===== src/rtl/ps2_pkg.sv =====
// ---------------------------------------------------------------------------
// ps2_pkg
// Shared definitions for the PS/2 scancode controller:
//   - protocol bytes (break/extended prefixes, Enter, keyboard status bytes)
//   - scancodes of the ten player keys (tank: W S A D Q, train: I K J L U)
//   - prefix-sequencer state enum
//   - bit positions inside the 5-bit held vector {fire,right,left,down,up}
//   - decode_key():     scancode -> (valid, player, key index)
//   - key_code():       (player, key index) -> scancode
//   - fallback_code():  highest-priority held key of a player, or 8'h00
// ---------------------------------------------------------------------------
package ps2_pkg;

    localparam logic [7:0] SC_BREAK     = 8'hF0;
    localparam logic [7:0] SC_EXT       = 8'hE0;
    localparam logic [7:0] SC_ENTER     = 8'h5A;
    localparam logic [7:0] SC_BAT_OK    = 8'hAA;
    localparam logic [7:0] SC_ACK       = 8'hFA;
    localparam logic [7:0] SC_RESEND    = 8'hFE;

    localparam logic [7:0] SC_TANK_UP     = 8'h1D;  // W
    localparam logic [7:0] SC_TANK_DOWN   = 8'h1B;  // S
    localparam logic [7:0] SC_TANK_LEFT   = 8'h1C;  // A
    localparam logic [7:0] SC_TANK_RIGHT  = 8'h23;  // D
    localparam logic [7:0] SC_TANK_FIRE   = 8'h15;  // Q
    localparam logic [7:0] SC_TRAIN_UP    = 8'h43;  // I
    localparam logic [7:0] SC_TRAIN_DOWN  = 8'h42;  // K
    localparam logic [7:0] SC_TRAIN_LEFT  = 8'h3B;  // J
    localparam logic [7:0] SC_TRAIN_RIGHT = 8'h4B;  // L
    localparam logic [7:0] SC_TRAIN_FIRE  = 8'h3C;  // U

    localparam logic       PLAYER_TANK  = 1'b0;
    localparam logic       PLAYER_TRAIN = 1'b1;

    // Index into the held vector; lower index = higher fallback priority.
    localparam logic [2:0] KEY_UP    = 3'd0;
    localparam logic [2:0] KEY_DOWN  = 3'd1;
    localparam logic [2:0] KEY_LEFT  = 3'd2;
    localparam logic [2:0] KEY_RIGHT = 3'd3;
    localparam logic [2:0] KEY_FIRE  = 3'd4;
    localparam int         NUM_KEYS  = 5;

    typedef enum logic [1:0] {
        ST_IDLE    = 2'd0,
        ST_BRK     = 2'd1,
        ST_EXT     = 2'd2,
        ST_EXT_BRK = 2'd3
    } state_t;

    typedef struct packed {
        logic       valid;
        logic       player;
        logic [2:0] idx;
    } key_map_t;

    function automatic key_map_t decode_key(input logic [7:0] code);
        key_map_t m;
        m = '{valid: 1'b1, player: PLAYER_TANK, idx: KEY_UP};
        case (code)
            SC_TANK_UP:     begin m.player = PLAYER_TANK;  m.idx = KEY_UP;    end
            SC_TANK_DOWN:   begin m.player = PLAYER_TANK;  m.idx = KEY_DOWN;  end
            SC_TANK_LEFT:   begin m.player = PLAYER_TANK;  m.idx = KEY_LEFT;  end
            SC_TANK_RIGHT:  begin m.player = PLAYER_TANK;  m.idx = KEY_RIGHT; end
            SC_TANK_FIRE:   begin m.player = PLAYER_TANK;  m.idx = KEY_FIRE;  end
            SC_TRAIN_UP:    begin m.player = PLAYER_TRAIN; m.idx = KEY_UP;    end
            SC_TRAIN_DOWN:  begin m.player = PLAYER_TRAIN; m.idx = KEY_DOWN;  end
            SC_TRAIN_LEFT:  begin m.player = PLAYER_TRAIN; m.idx = KEY_LEFT;  end
            SC_TRAIN_RIGHT: begin m.player = PLAYER_TRAIN; m.idx = KEY_RIGHT; end
            SC_TRAIN_FIRE:  begin m.player = PLAYER_TRAIN; m.idx = KEY_FIRE;  end
            default:        m.valid = 1'b0;
        endcase
        return m;
    endfunction

    function automatic logic [7:0] key_code(input logic player, input logic [2:0] idx);
        logic [7:0] c;
        c = 8'h00;
        case (idx)
            KEY_UP:    c = (player == PLAYER_TANK) ? SC_TANK_UP    : SC_TRAIN_UP;
            KEY_DOWN:  c = (player == PLAYER_TANK) ? SC_TANK_DOWN  : SC_TRAIN_DOWN;
            KEY_LEFT:  c = (player == PLAYER_TANK) ? SC_TANK_LEFT  : SC_TRAIN_LEFT;
            KEY_RIGHT: c = (player == PLAYER_TANK) ? SC_TANK_RIGHT : SC_TRAIN_RIGHT;
            KEY_FIRE:  c = (player == PLAYER_TANK) ? SC_TANK_FIRE  : SC_TRAIN_FIRE;
            default:   c = 8'h00;
        endcase
        return c;
    endfunction

    // Walk from lowest to highest priority so the last hit wins.
    function automatic logic [7:0] fallback_code(input logic player, input logic [4:0] held);
        logic [7:0] c;
        c = 8'h00;
        for (int i = NUM_KEYS - 1; i >= 0; i--) begin
            if (held[i]) c = key_code(player, 3'(i));
        end
        return c;
    endfunction

endpackage


===== src/rtl/ps2_player_keys.sv =====
// ---------------------------------------------------------------------------
// ps2_player_keys
// Per-player key tracker. Keeps the held vector, the "current key" byte with
// priority fallback on release, and the rate-limited fire pulse generator.
// Ports:
//   clk, reset  : clock, synchronous active-high reset
//   i_make      : one-cycle strobe, key i_idx pressed
//   i_break     : one-cycle strobe, key i_idx released
//   i_idx       : key index {0 up,1 down,2 left,3 right,4 fire}
//   o_held      : held vector {fire,right,left,down,up}
//   o_code      : scancode of most recently pressed held key, 8'h00 if none
//   o_fire      : one-cycle fire pulse
// ---------------------------------------------------------------------------
module ps2_player_keys
    import ps2_pkg::*;
#(
    parameter int   FIRE_COOLDOWN = 5_000_000,
    parameter logic PLAYER        = PLAYER_TANK
) (
    input  logic       clk,
    input  logic       reset,
    input  logic       i_make,
    input  logic       i_break,
    input  logic [2:0] i_idx,
    output logic [4:0] o_held,
    output logic [7:0] o_code,
    output logic       o_fire
);

    localparam int CW = (FIRE_COOLDOWN > 2) ? $clog2(FIRE_COOLDOWN) : 1;
    localparam logic [CW-1:0] COOL_LOAD = CW'(FIRE_COOLDOWN - 1);

    logic [4:0]    r_held;
    logic [7:0]    r_code;
    logic          r_fire;
    logic [CW-1:0] r_cool;

    logic [4:0]    w_bit;
    logic [7:0]    w_code;
    logic          w_is_held;
    logic          w_fire_make;
    logic          w_fire_break;
    logic          w_fire_due;

    assign w_bit        = 5'b00001 << i_idx;
    assign w_code       = key_code(PLAYER, i_idx);
    assign w_is_held    = |(r_held & w_bit);
    assign w_fire_make  = i_make  && (i_idx == KEY_FIRE) && !r_held[KEY_FIRE];
    assign w_fire_break = i_break && (i_idx == KEY_FIRE);
    // A fresh press or a still-held key fires when the cooldown is idle; a
    // release landing on the expiry cycle suppresses that pulse.
    assign w_fire_due   = (w_fire_make || (r_held[KEY_FIRE] && !w_fire_break))
                          && (r_cool == '0);

    always_ff @(posedge clk) begin
        if (reset) begin
            r_held <= '0;
            r_code <= 8'h00;
            r_fire <= 1'b0;
            r_cool <= '0;
        end else begin
            // Typematic repeats (make of a held key) leave everything alone.
            if (i_make && !w_is_held) begin
                r_held <= r_held | w_bit;
                r_code <= w_code;
            end else if (i_break && w_is_held) begin
                r_held <= r_held & ~w_bit;
                if (r_code == w_code) begin
                    r_code <= fallback_code(PLAYER, r_held & ~w_bit);
                end
            end

            r_fire <= w_fire_due;
            // Cooldown keeps running after release so tapping cannot beat it.
            if (w_fire_due) begin
                r_cool <= COOL_LOAD;
            end else if (r_cool != '0) begin
                r_cool <= r_cool - 1'b1;
            end
        end
    end

    assign o_held = r_held;
    assign o_code = r_code;
    assign o_fire = r_fire;

endmodule


===== src/rtl/ps2_key_ctrl.sv =====
// ---------------------------------------------------------------------------
// ps2_key_ctrl
// Scancode controller between the PS/2 byte receiver and the game logic.
// Sequences make / break (F0) / extended (E0) bytes, times out stuck prefix
// sequences, and drives two ps2_player_keys trackers (tank, train).
//
// Input handshake: rx_byte is valid only in a cycle with rx_valid=1; every
// such byte is consumed in that cycle (no back-pressure) and its effect
// appears on the registered outputs in the following cycle.
//
// Ports:
//   clk, reset   : 50 MHz clock, synchronous active-high reset
//   rx_byte      : received scancode byte
//   rx_valid     : one-cycle strobe per byte
//   keycodeout   : {train current key, tank current key}, 8'h00 = none
//   tank_held    : tank held vector {fire,right,left,down,up}
//   train_held   : train held vector {fire,right,left,down,up}
//   tank_fire    : tank fire pulse
//   train_fire   : train fire pulse
//   enter_pulse  : pulse on Enter make
//   proto_err    : pulse on F0/E0 after F0, or prefix timeout
//   dbg_state    : current sequencer state (state_t encoding)
// ---------------------------------------------------------------------------
module ps2_key_ctrl
    import ps2_pkg::*;
#(
    parameter int FIRE_COOLDOWN = 5_000_000,
    parameter int TIMEOUT_CYC   = 250_000
) (
    input  logic        clk,
    input  logic        reset,
    input  logic [7:0]  rx_byte,
    input  logic        rx_valid,
    output logic [15:0] keycodeout,
    output logic [4:0]  tank_held,
    output logic [4:0]  train_held,
    output logic        tank_fire,
    output logic        train_fire,
    output logic        enter_pulse,
    output logic        proto_err,
    output logic [1:0]  dbg_state
);

    localparam int TW = (TIMEOUT_CYC > 2) ? $clog2(TIMEOUT_CYC) : 1;
    localparam logic [TW-1:0] TMO_LAST = TW'(TIMEOUT_CYC - 1);

    state_t        r_state;
    state_t        w_state_nx;
    logic [TW-1:0] r_tmo;
    logic          r_enter;
    logic          r_err;

    key_map_t      w_map;
    logic          w_make;
    logic          w_break;
    logic          w_err;
    logic          w_expired;
    logic          w_tank_make;
    logic          w_tank_break;
    logic          w_train_make;
    logic          w_train_break;
    logic [7:0]    w_tank_code;
    logic [7:0]    w_train_code;

    assign w_map = decode_key(rx_byte);

    always_ff @(posedge clk) begin
        if (reset) begin
            r_state <= ST_IDLE;
        end else begin
            r_state <= w_state_nx;
        end
    end

    always_comb begin
        w_state_nx = r_state;
        w_make     = 1'b0;
        w_break    = 1'b0;
        w_err      = 1'b0;
        // A byte arriving on the expiry cycle takes precedence over timeout.
        w_expired  = (r_state != ST_IDLE) && !rx_valid && (r_tmo == TMO_LAST);
        if (rx_valid) begin
            case (r_state)
                ST_IDLE: begin
                    if (rx_byte == SC_BREAK) begin
                        w_state_nx = ST_BRK;
                    end else if (rx_byte == SC_EXT) begin
                        w_state_nx = ST_EXT;
                    end else if (rx_byte != SC_BAT_OK && rx_byte != SC_ACK &&
                                 rx_byte != SC_RESEND) begin
                        w_make = 1'b1;
                    end
                end
                ST_BRK: begin
                    w_state_nx = ST_IDLE;
                    if (rx_byte == SC_BREAK || rx_byte == SC_EXT) begin
                        w_err = 1'b1;
                    end else begin
                        w_break = 1'b1;
                    end
                end
                ST_EXT: begin
                    w_state_nx = (rx_byte == SC_BREAK) ? ST_EXT_BRK : ST_IDLE;
                end
                default: begin
                    w_state_nx = ST_IDLE;
                end
            endcase
        end else if (w_expired) begin
            w_state_nx = ST_IDLE;
            w_err      = 1'b1;
        end
    end

    always_ff @(posedge clk) begin
        if (reset) begin
            r_tmo   <= '0;
            r_enter <= 1'b0;
            r_err   <= 1'b0;
        end else begin
            // Cleared on every byte, so entry into a prefix state starts at 0.
            if (rx_valid || r_state == ST_IDLE || w_expired) begin
                r_tmo <= '0;
            end else begin
                r_tmo <= r_tmo + 1'b1;
            end
            r_enter <= w_make && (rx_byte == SC_ENTER);
            r_err   <= w_err;
        end
    end

    assign w_tank_make   = w_make  && w_map.valid && (w_map.player == PLAYER_TANK);
    assign w_tank_break  = w_break && w_map.valid && (w_map.player == PLAYER_TANK);
    assign w_train_make  = w_make  && w_map.valid && (w_map.player == PLAYER_TRAIN);
    assign w_train_break = w_break && w_map.valid && (w_map.player == PLAYER_TRAIN);

    ps2_player_keys #(
        .FIRE_COOLDOWN (FIRE_COOLDOWN),
        .PLAYER        (PLAYER_TANK)
    ) u_tank (
        .clk     (clk),
        .reset   (reset),
        .i_make  (w_tank_make),
        .i_break (w_tank_break),
        .i_idx   (w_map.idx),
        .o_held  (tank_held),
        .o_code  (w_tank_code),
        .o_fire  (tank_fire)
    );

    ps2_player_keys #(
        .FIRE_COOLDOWN (FIRE_COOLDOWN),
        .PLAYER        (PLAYER_TRAIN)
    ) u_train (
        .clk     (clk),
        .reset   (reset),
        .i_make  (w_train_make),
        .i_break (w_train_break),
        .i_idx   (w_map.idx),
        .o_held  (train_held),
        .o_code  (w_train_code),
        .o_fire  (train_fire)
    );

    assign keycodeout  = {w_train_code, w_tank_code};
    assign enter_pulse = r_enter;
    assign proto_err   = r_err;
    assign dbg_state   = r_state;

endmodule


===== config.mk =====
export PLATFORM = sky130hd
export DESIGN_NAME = ps2_key_ctrl
export DESIGN_NICKNAME = d
export VERILOG_FILES = /design/src/rtl/ps2_pkg.sv /design/src/rtl/ps2_player_keys.sv /design/src/rtl/ps2_key_ctrl.sv
export SDC_FILE = /design/constraint.sdc
export NUM_CORES = 1
export LEC_CHECK = 0
export ABC_AREA = 1
export BUFFER_PORTS_ARGS = -buffer_cell sky130_fd_sc_hd__buf_2
export CAP_MARGIN = 20
export CORE_MARGIN = 2
export CORE_UTILIZATION = 61
export CTS_BUF_LIST = sky130_fd_sc_hd__clkbuf_16
export CTS_CLUSTER_SIZE = 20
export DETAILED_ROUTE_END_ITERATION = 10
export GPL_TIMING_DRIVEN = 0
export PLACE_DENSITY = 0.81
export SYNTH_ARGS = -nofsm -noshare
export SYNTH_HDL_FRONTEND = slang
export SYNTH_HIERARCHICAL = 1
export SYNTH_SLANG_ARGS = --single-unit

===== constraint.sdc =====
create_clock -name clk -period 2.7 [get_ports clk]
set_input_delay 0.27 -clock clk [delete_from_list [all_inputs] [get_ports clk]]
set_output_delay 0.27 -clock clk [all_outputs]
set_load 0.01 [all_outputs]

### After elaboration in Yosys (flattened, before gate mapping)

Cells that the tools add are included.

* bits in registers: 96
* bits of input ports: 11
* output and inout bits: 32
* word-level logic and storage cells: 158

* add/subtract/negate cells: 3
* eq/ne operators: 26
* shift operators: 1
* multiplexer cells: 46
* bitwise logic cells: 8
* reduce and logical (&&, ||, !) cells: 60

Operator list (count)
* $mux 23: 4
* $mux 8: 6
* $logic_not 23->1: 2
* $reduce_bool 23->1: 2
* $sub 23x1->23 const B: 2
* $pmux 4 s9: 1
* $pmux 7 s5: 1
* $eq 8x5->1 const B: 4
* $eq 8x7->1 const B: 4
* $mux 6: 5
* $pmux 6 s5: 1
* $mux 7: 4
* $logic_and 1x1->1: 25
* $mux 5: 5
* $eq 8x6->1 const B: 3
* $ne 8x8->1 const B: 3
* $and 5x5->5: 4
* $add 18x1->18 const B: 1
* $eq 18x18->1 const B: 1
* $eq 8x8->1 const B: 2
* $reduce_bool 2->1: 8
* $mux 1: 13
* $mux 2: 5
* $or 5x5->5: 2
* 20 further kinds: 36

### Logic depth before layout (Yosys ltp)

* depth after elaboration: 15
* mapped depth: 20
* mapped depth without buffers: 18

### Cells and area by module

The synthesis kept the hierarchy.

By module, submodules not included
* ps2_player_keys at u_tank: instances 1, cells each 354, area each 2235.9 µm², seq. area each 700.7 µm²
* ps2_player_keys at u_train: instances 1, cells each 346, area each 2130.8 µm², seq. area each 700.7 µm²
* ps2_key_ctrl: instances 1, cells each 242, area each 1488.9 µm², seq. area each 440.4 µm²

### Least setup slack after synthesis

OpenSTA, ideal clock, no wires.

* kind: in2reg
* start point: in rx_byte[7]
* end point: reg u_tank.r_code[3] (netlist: u_tank/o_code[3])
* setup time: 113 ps
* arrival time: 1969 ps
* required time: 2587 ps
* setup slack: 618 ps
* stages: 17
* buffers on the path: 1
* cell sequence: inv_1 -> nand2_1 -> nor2_1 -> nand2_1 -> nand4_1 -> buf_4 -> inv_1 -> nand2_2 -> nand2_1 -> nand2_1 -> nand2_1 -> nor2_1 -> nand3_1 -> nand2_2 -> nand2_4 -> nor2_1 -> nor2_1

RTL lines
* from (decl): RTL line ps2_key_ctrl.sv:32 `input logic [7:0] rx_byte,`
* to (signal assigned): RTL line ps2_player_keys.sv:65 `r_code <= w_code;`
* to (signal assigned): RTL line ps2_player_keys.sv:69 `r_code <= fallback_code(PLAYER, r_held & ~w_bit);`
* to (decl): RTL line ps2_player_keys.sv:34 `logic [7:0] r_code;`

==> results.txt <==
----------------------------------------------------
[Route]
  Via count of the routed design ... 5789
  Drt first-iter violations ... 328
  Via/cell ratio ... 5.14
  Wire length per cell after detailed routing ... 11.6 µm
  Final routed wirelength across all metal layers ... 13100 µm
  # DRC ... 0
  Post-route antenna net violation count ... 0
  Pre-Repair DR Iteration Count ... 5

[Layout]
  Fin nets ... 1008
  Post-synthesis to final-layout area growth ... 11.2%
  Number of antenna diodes ... 0
  Proportion of layout cells with a drive suffix above 1 ... 12.4%

[CTS]
  Level count of the clock H-tree ... 3
  Number of gates given a new drive strength after cts ... 0
  TritonCTS sink count ... 92
  Clock buffer count from CTS ... 9
  Clock tree from TritonCTS ... yes
  Maximum clock insertion buffer count ... 2
  Clock latency at the later pin of the worst-skew pair ... 0.34 ns
  Setup fix buffers added after clock tree synthesis ... 0
  CTS clk-pin slew, worst paths ... 0.07 ns
  Root buffer cell ... clkbuf_16
  # hold bufs at CTS ... 0

[GRT]
  Total global routing overflow ... 0
  GRT Total Usage ... 26.1%
  Number of global-route vias before repair ... 5138
  Global-route wire length before repair ... 22200 µm
  Maximum number of pins on one net before global-route repair ... 16
  Antenna violations before repair ... 0

[Worst setup path]
  CP Cell Sequence ... buf_2 > inv_1 > nand2_1 > nor2_1 > nand2_1 > nand2_1 > inv_2 > nand3_1 > nand2_1 > nand2_1 > nand2_1 > nor2_1 > nand2_1 > nand2_1 > nand2_1 > buf_6 > nor2_1 > nor2_1
  Startpoint types ... input port
  Critical-path cell with the highest stage delay ... nand2_1
  Type of the worst setup path ... input port to flop
  Required time of the critical path ... 2.93 ns
  Most prevalent standard cell on the critical path ... nand2_1
  Element type at the critical path end ... flop
  Maximum net fanout on the critical path ... 13
  CP peak stage delay ... 0.40 ns
  WP data arrival ... 2.47 ns

[STA]
  Final Setup Violations ... 0
  Worst Skew ... 0.00847 ns
  Post-route minimum period ... 2.23 ns
  Slew at the pin closest to its max-slew limit ... 0.552 ns
  Share of the cycle needed by the critical path after routing ... 82.7%
  Max Slew Vio Count ... 0
  Count of final hold-check violations ... 0
  Worst-case headroom to the max-slew limit ... 63.2%
  Setup repair after global routing missed its margin ... no
  Setup tns final ... 0 ns
  Final hold slack ... 0.165 ns
  Achievable frequency ... 0.448 GHz

[Synth]
  Cell accounting for the most synthesized area ... dfxtp_1
  Most used flip-flop cell after synthesis ... dfxtp_1
  Proportion of netlist area held by the largest area contributor ... 31.5%
  Warnings, synthesis ... 6
  Synthesized area per cell ... 6.22 µm²
  Number of synthesized register bits ... 92
  Most common cell in the netlist ... nand2_1
  Top area cells in the synthesized netlist ... dfxtp_1, nand2_1, nor2_1
  Fraction of registers with async set or reset after synthesis ... 0%
  Gate Count Post-Synth ... 942
  Top post-synthesis cells by count ... nand2_1, nor2_1, inv_1, dfxtp_1, nand3_1
  Post-synth design cell area ... 0.00586 mm²
  Number of enable-type register cells in the synthesized netlist ... 0
  Cell variety after synth ... 46
  Seq/Total Area, Yosys ... 31.5%

[Power and ir drop]
  Leakage power of the design ... 0.00319 µW
  Maximum VDD drop ... 0.000803 V
  Power density of the placed cells ... 933 mW/mm²

[Floorplan]
  Number of placed I/O pins ... 43
  Height of the chip ... 102 µm
  Area of the core ... 0.00928 mm²
  Starting density of the core ... 63.1%
  Die width ... 102 µm
  Floorplan die area ... 0.0104 mm²
  Number of placement rows ... 35

[Place]
  Detailed placer's ending HPWL ... 9900 µm
  Count of input and output buffers ... 39
  Routability congestion estimate ... 0.925

[Outcome]
  Outcome ... finished, final reports clean

[Flow run]
  Max_cap viols ... 0

[Min path]
  Type of the worst min-delay path ... input port to flop

----------------------------------------------------
## layout by cell type (no fill, tap or decap), drive strengths merged, types with 16 or more instances in the layout
cell type,netlist,routed
buf,15,54
dfxtp,92,92
nand2,285,285
nand3,73,73
nand4,16,16
inv,108,108
xnor2,18,18
a21oi,49,49
xor2,19,19
o21ai,27,27
nor3,26,26
nor2,182,182
## area by class of cell
| cell class | instances | area (µm²) |
|---|---|---|
| inverter | 109 | 409 |
| tap | 129 | 161 |
| clock buffer | 9 | 225 |
| fill | 872 | 2780 |
| timing repair buffer | 39 | 195 |
| buffer | 20 | 148 |
| multi-input combinational | 722 | 3460 |
| clock inverter | 7 | 67.6 |
| sequential | 92 | 1840 |
## cells by family (layout without fill, tap and decap cells)
family,after synthesis,count (layout),share of synthesized area (%)
AOI/OAI and AO/OA,87,87,8.38
xor gates and xnor gates,37,37,5.53
adders and majority gates,4,4,0.855
buffers and inverters,129,184,9.51
DFF,92,92,31.5
other,2,3,0.128
and+or+nand+nor,591,591,44.1
## worst paths after layout
check	from	endpoint	slack, ns	cells past startpoint
setup / recovery	rx_byte[7]	u_train/o_code[5]	0.47	18
hold / removal	reset	proto_err	0.17	2
setup reg to reg	dbg_state[0]	u_train/r_cool[17]	0.64	10
hold reg to reg	r_tmo[0]	r_tmo[0]	0.46	1
## power by group
part	leakage [µW]	switching, µW	internal, µW
logic	0.00230	1850	1080
clock network	0.000140	542	713
registers	0.000747	245	1650
## layer usage
metal / vias up / wire length [µm] / share of wire, % / global-route usage [%]
met5: - / 0 / 0 / 0
met3: 14 / 669 / 5.1 / 4.31
met4: 0 / 148 / 1.1 / 7.69
met2: 145 / 5930 / 45 / 43.1
met1: 2567 / 6320 / 48 / 35.3
li1: 3063 / - / - / -
## stage by stage
stage | worst slack [ns] | instances | utilization [%] | area [µm²] | total power (µW)
2_1_floorplan | 0.618 | 943 | - | 5860 | 4240
3_3_place_gp | 0.159 | 1111 | 67.0 | 6220 | 4780
3_5_place_dp | 0.147 | 1111 | 67.0 | 6220 | 4790
4_1_cts | 0.504 | 1127 | 70.1 | 6510 | 6070
5_1_grt | 0.150 | 1127 | 70.1 | 6510 | 6620
6_report | 0.467 | 1127 | 70.1 | 6510 | 6070
## worst max-delay path, delay by kind of cell
kind	cells	cell delay (ns)
buf+inv	4	0.45
simple gates	14	1.73
Power figures use the tool's default switching activity.
